===== src/rtl/rsa_pkg.sv =====
// rtl/rsa_pkg.sv - shared widths, FSM states and reduction op codes for the modexp sequencer
//   DEF_DATA_W : default width of base, modulus and result
//   DEF_EXP_W  : default exponent width
//   state_t    : sequencer states
//   op_t       : which register a reduced value is folded back into
package rsa_pkg;

    localparam int DEF_DATA_W = 8;
    localparam int DEF_EXP_W  = 8;

    typedef enum logic [2:0] {
        S_IDLE,
        S_CHECK,
        S_RCLR,
        S_RRUN,
        S_UPDATE,
        S_DONE
    } state_t;

    typedef enum logic [1:0] {
        OP_BASE,
        OP_MUL,
        OP_SQR
    } op_t;

endpackage


===== src/rtl/modexp_ctrl.sv =====
// rtl/modexp_ctrl.sv - square-and-multiply sequencer driving an external repeated-subtraction reducer
//   clock_i, reset_i         : clock, asynchronous active-high reset
//   start_i                  : one-cycle request, accepted in IDLE/DONE
//   base_i, exponent_i,
//   modulus_i                : operands latched on an accepted start
//   result_o, ready_o,
//   busy_o, error_o          : result (valid while ready_o), status
//   red_x_o, red_y_o         : operand and modulus handed to the reducer
//   red_reset_o, red_enable_o: reducer clear pulse and run request
//   red_result_i, red_ready_i: reducer output and done level
module modexp_ctrl
    import rsa_pkg::*;
#(
    parameter int DATA_W = DEF_DATA_W,
    parameter int EXP_W  = DEF_EXP_W
) (
    input  logic                clock_i,
    input  logic                reset_i,
    input  logic                start_i,
    input  logic [DATA_W-1:0]   base_i,
    input  logic [EXP_W-1:0]    exponent_i,
    input  logic [DATA_W-1:0]   modulus_i,
    output logic [DATA_W-1:0]   result_o,
    output logic                ready_o,
    output logic                busy_o,
    output logic                error_o,
    output logic [2*DATA_W-1:0] red_x_o,
    output logic [DATA_W-1:0]   red_y_o,
    output logic                red_reset_o,
    output logic                red_enable_o,
    input  logic [DATA_W-1:0]   red_result_i,
    input  logic                red_ready_i
);

    state_t              state_q;
    op_t                 op_q;
    logic [DATA_W-1:0]   m_q, n_q, acc_q, b_q;
    logic [EXP_W-1:0]    e_q;
    logic [DATA_W-1:0]   result_q, red_y_q;
    logic [2*DATA_W-1:0] red_x_q;
    logic                ready_q, busy_q, error_q, red_reset_q, red_enable_q;

    // Register values after folding in the current reduction; the next
    // product is formed from these so it can be issued straight from UPDATE.
    logic [DATA_W-1:0]   acc_d, b_d;
    logic [EXP_W-1:0]    e_d;
    logic [2*DATA_W-1:0] prod_ab, prod_bb;

    always_comb begin
        acc_d   = (op_q == OP_MUL) ? red_result_i : acc_q;
        b_d     = (op_q == OP_MUL) ? b_q : red_result_i;
        e_d     = (op_q == OP_SQR) ? (e_q >> 1) : e_q;
        prod_ab = {{DATA_W{1'b0}}, acc_d} * {{DATA_W{1'b0}}, b_d};
        prod_bb = {{DATA_W{1'b0}}, b_d} * {{DATA_W{1'b0}}, b_d};
    end

    always_ff @(posedge clock_i or posedge reset_i) begin
        if (reset_i) begin
            state_q      <= S_IDLE;
            op_q         <= OP_BASE;
            m_q          <= '0;
            n_q          <= '0;
            e_q          <= '0;
            acc_q        <= '0;
            b_q          <= '0;
            result_q     <= '0;
            ready_q      <= 1'b0;
            busy_q       <= 1'b0;
            error_q      <= 1'b0;
            red_x_q      <= '0;
            red_y_q      <= '0;
            // Held high so the reducer is cleared for as long as reset lasts.
            red_reset_q  <= 1'b1;
            red_enable_q <= 1'b0;
        end else begin
            unique case (state_q)
                S_IDLE, S_DONE: begin
                    red_reset_q  <= 1'b0;
                    red_enable_q <= 1'b0;
                    if (start_i) begin
                        m_q     <= base_i;
                        e_q     <= exponent_i;
                        n_q     <= modulus_i;
                        red_y_q <= modulus_i;
                        ready_q <= 1'b0;
                        error_q <= 1'b0;
                        busy_q  <= 1'b1;
                        state_q <= S_CHECK;
                    end else begin
                        state_q <= S_IDLE;
                    end
                end
                S_CHECK: begin
                    if (n_q == '0 || n_q == DATA_W'(1)) begin
                        error_q  <= (n_q == '0);
                        result_q <= '0;
                        ready_q  <= 1'b1;
                        busy_q   <= 1'b0;
                        state_q  <= S_DONE;
                    end else begin
                        acc_q       <= DATA_W'(1);
                        op_q        <= OP_BASE;
                        red_x_q     <= {{DATA_W{1'b0}}, m_q};
                        red_reset_q <= 1'b1;
                        state_q     <= S_RCLR;
                    end
                end
                S_RCLR: begin
                    red_reset_q  <= 1'b0;
                    red_enable_q <= 1'b1;
                    state_q      <= S_RRUN;
                end
                S_RRUN: begin
                    // red_ready_i is only trusted here, after the RCLR pulse
                    // has wiped any stale done level from the previous run.
                    if (red_ready_i) begin
                        red_enable_q <= 1'b0;
                        state_q      <= S_UPDATE;
                    end
                end
                S_UPDATE: begin
                    acc_q <= acc_d;
                    b_q   <= b_d;
                    e_q   <= e_d;
                    if (op_q == OP_MUL) begin
                        if ((e_q >> 1) != '0) begin
                            op_q        <= OP_SQR;
                            red_x_q     <= prod_bb;
                            red_reset_q <= 1'b1;
                            state_q     <= S_RCLR;
                        end else begin
                            // Last exponent bit consumed: the trailing square
                            // would be unused, so finish on the multiply.
                            result_q <= red_result_i;
                            ready_q  <= 1'b1;
                            busy_q   <= 1'b0;
                            state_q  <= S_DONE;
                        end
                    end else if (e_d == '0) begin
                        result_q <= acc_d;
                        ready_q  <= 1'b1;
                        busy_q   <= 1'b0;
                        state_q  <= S_DONE;
                    end else begin
                        op_q        <= e_d[0] ? OP_MUL : OP_SQR;
                        red_x_q     <= e_d[0] ? prod_ab : prod_bb;
                        red_reset_q <= 1'b1;
                        state_q     <= S_RCLR;
                    end
                end
                default: state_q <= S_IDLE;
            endcase
        end
    end

    assign result_o     = result_q;
    assign ready_o      = ready_q;
    assign busy_o       = busy_q;
    assign error_o      = error_q;
    assign red_x_o      = red_x_q;
    assign red_y_o      = red_y_q;
    assign red_reset_o  = red_reset_q;
    assign red_enable_o = red_enable_q;

endmodule


===== config.mk =====
export PLATFORM = sky130hd
export DESIGN_NAME = modexp_ctrl
export DESIGN_NICKNAME = d
export VERILOG_FILES = /design/src/rtl/rsa_pkg.sv /design/src/rtl/modexp_ctrl.sv
export SDC_FILE = /design/constraint.sdc
export NUM_CORES = 1
export LEC_CHECK = 0
export CAP_MARGIN = 10
export CORE_MARGIN = 1
export CORE_UTILIZATION = 40
export CTS_CLUSTER_DIAMETER = 50
export DETAILED_ROUTE_END_ITERATION = 10
export GPL_TIMING_DRIVEN = 1
export PLACE_DENSITY = 0.64
export SKIP_LAST_GASP = 1
export SLEW_MARGIN = 0
export SYNTH_ARGS = -nofsm -noshare
export SYNTH_HDL_FRONTEND = slang
export SYNTH_SLANG_ARGS = --single-unit

===== constraint.sdc =====
create_clock -name clock_i -period 5.99 [get_ports clock_i]
set_clock_uncertainty 0.15 [all_clocks]
set_input_delay 1.198 -clock clock_i [delete_from_list [all_inputs] [get_ports clock_i]]
set_output_delay 1.198 -clock clock_i [all_outputs]
set_load 0.02 [all_outputs]

==> flow_summary.yaml <==
logic_synthesis:
  netlist-cell-type-count: 58
  ys_seq_elements: 74
  yosysSeqAreaShare_pct: 26.5
  synthAdderAreaFrac_pct: 28.9
  synth_compound_area_share_pct: 13.4
  synthSimpleGateAreaFrac_pct: 18.6
  ys_async_sr_fraction_pct: 100
  yosysWarningCount: 0
  synth_xor_area_share_pct: 2.63
  synth_mux_area_share_pct: 2.74
  ys.flop_type: "dfrtp_1"
  mappedNetlistArea_sq_um: 7000
  avgSynthCellArea_sq_um: 8.56
  synth_nets: 978
  syn_inst: 817
  synth_edf_count: 0
  synth_top_family_by_area: "adder cells"
timing:
  min_period_ps: 5850
  fin_crit_sh_pct: 97.6
  slew_violations: 0
  setup_tns_ps: 0
  rsz0062_at_grt: "yes"
  worst_pin_slew_ps: 935
  hold_viol: 0
  fmax_mhz: 171
  timing.final.ws_setup_ps: 143
  setup_viol: 0
  slew_headroom_pct: 37.6
run:
  cap_violations: 0
clocking:
  hold_buffers: 0
  cts.sinks: 74
  cts_setup_buffers: 0
  clock_latency_ps: 340
  numCtsBuffers: 9
  ctsRootBufferMaster: "clkbuf_16"
  clkTransAtPathRegs_ps: 60
  cts_tree: "built"
  cts_buffer_depth: 2
  post_cts_resized: 0
  ctsHtreeMaxLevel: 3
detailed_routing:
  first_pass_iters: 5
  drt-initial-drc-count: 381
  drcViolationCount: 0
  vias: 5962
  routedWlPerCell_um: 15.4
  drt-total-wl_um: 18000
  antenna_left: 0
  viasPerCell: 5.10
cells_and_area:
  antenna_cells: 0
  syn_to_final_growth_pct: 25.2
  drive_gt1_share_pct: 12.8
  final_util_pct: 52.1
  fin_area_sq_um: 8760
  fin_nets: 1106
  fillerInstances: 1603
die:
  io_pins: 73
  die_y_um: 134
  die-area_sq_um: 18000
  coreArea_sq_um: 16800
  start_util_pct: 41.6
  die_x_um: 134
  std_cell_rows: 47
place:
  place_hpwl_um: 14300
  dp_slack_ps: -166
  dpl-instance-area_sq_um: 8450
  place.gp.congestion: 0.864
  numPortBuffers: 72
critical_path:
  startpoint: "red_result_i[6]"
  critical_path.endpoint_type: "flop"
  crit_end: "red_x_o[13]"
  required_ps: 6050
  path_class: "primary input to flop"
  rrSetupSlack_ps: 510
  path_max_fanout: 4
  reg2reg_depth: 20
  arrival_ps: 5900
  startpoint_type: "primary input"
  reg2reg_to: "red_x_o[13]"
  r2r-start: "op_q[1]"
grt:
  overflow: 0
  antenna_found_initial: 0
  grt_pass1_wl_um: 30700
  grtUsageTotal_pct: 21.6
  grt_max_degree: 46
  grt_pass1_vias: 5964
worst_hold_path:
  hold_path_class: "flop to flop"
status:
  outcome: "complete, no violations"
layout by cell type (no fill, tap or decap), types with 3 or more instances in the layout:
cell / count
o21ai_0: 33
dfrtp_1: 73
ha_1: 64
o211ai_1: 3
a21o_1: 5
or2_2: 16
nand4_1: 3
nor3_1: 12
a211oi_1: 10
clkbuf_16: 9
nand2b_1: 12
or3_1: 6
mux2i_2: 3
mux2i_1: 15
xnor2_1: 13
a21oi_1: 22
xor2_1: 8
nor3b_1: 3
o21a_1: 5
clkdlybuf4s50_1: 72
o22ai_1: 16
nand2_1: 112
o21ai_1: 9
inv_1: 97
a22oi_1: 13
fa_1: 61
buf_4: 76
nand3_1: 11
o31ai_1: 6
nor2_1: 117
critical path, cell delays in order:
cell	delay (ps)
clkdlybuf4s50_1	510
mux2i_1	90
buf_4	150
or2_2	280
fa_1	520
inv_1	80
fa_1	500
fa_1	500
inv_1	50
fa_1	480
inv_1	40
ha_1	300
a21o_1	190
a31oi_1	280
a21bo_2	260
a21oi_1	160
xor2_1	180
o221ai_1	140
metal layers:
| metal | track usage (%) | vias up | share of wire (%) |
|---|---|---|---|
| met1 | 31.4 | 2860 | 49 |
| met3 | 3.17 | 15 | 4.1 |
| met2 | 33.7 | 132 | 45 |
| li1 | - | 2955 | - |
| met5 | 0 | - | 0 |
| met4 | 4.81 | 0 | 1.4 |
kinds of logic after synthesis:
family,Yosys count
AOI/OAI and AO/OA,144
xor gates and xnor gates,21
adders and majority gates,125
buffers and inverters,131
DFF,74
muxes,19
and+or+nand+nor,303
how the worst min path moves through the flow:
stage,startpoint,cells past startpoint,end
final,result_o[7],2,result_o[7]
after global routing,m_q[2],2,m_q[2]
after CTS,result_o[7],2,result_o[7]
after detailed placement,ready_o,2,ready_o
after global placement,ready_o,2,ready_o
after floorplan,m_q[6],2,m_q[6]
registers in the layout, summed over array words and instances, names as in the netlist:
register	flops
acc_q	8
op_q	2
busy_o	1
red_x_o	16
red_reset_o	1
state_q	3
ready_o	1
error_o	1
red_y_o	8
e_q	8
b_q	8
m_q	8
red_enable_o	1
result_o	8
stage by stage:
step                hold slack [ps]  std cells
floorplan                       290        817
global placement                309       1154
detailed placement              315       1154
CTS                             330       1170
global route                    348       1170
finish                          322       1170
cell type report:
class | count | area, sq um | share of cell area (%)
Multi-Input combinational cell | 612 | 4650 | 53.1
Sequential cell | 74 | 1850 | 21.2
Timing Repair Buffer | 149 | 1310 | 15.0
Inverter | 99 | 372 | 4.24
Tap cell | 220 | 275 | 3.14
Clock buffer | 10 | 229 | 2.61
Clock inverter | 6 | 65.1 | 0.743
synth_stat cells, drive strengths merged, types with 12 or more instances:
cell | instances | area, sq um
o22ai | 16 | 100
inv | 98 | 368
xnor2 | 13 | 114
nand2 | 113 | 427
or2 | 16 | 100
mux2i | 18 | 180
a21oi | 23 | 119
nor3 | 12 | 60.1
clkbuf | 23 | 86.3
o21ai | 42 | 210
fa | 61 | 1220
nor2 | 118 | 443
ha | 64 | 801
a22oi | 13 | 97.6
nand2b | 12 | 75.1
dfrtp | 73 | 1830
Power is left out: the tool's default activity adds up to more than one toggle a clock period on the data nets, which glitch-free logic cannot reach.
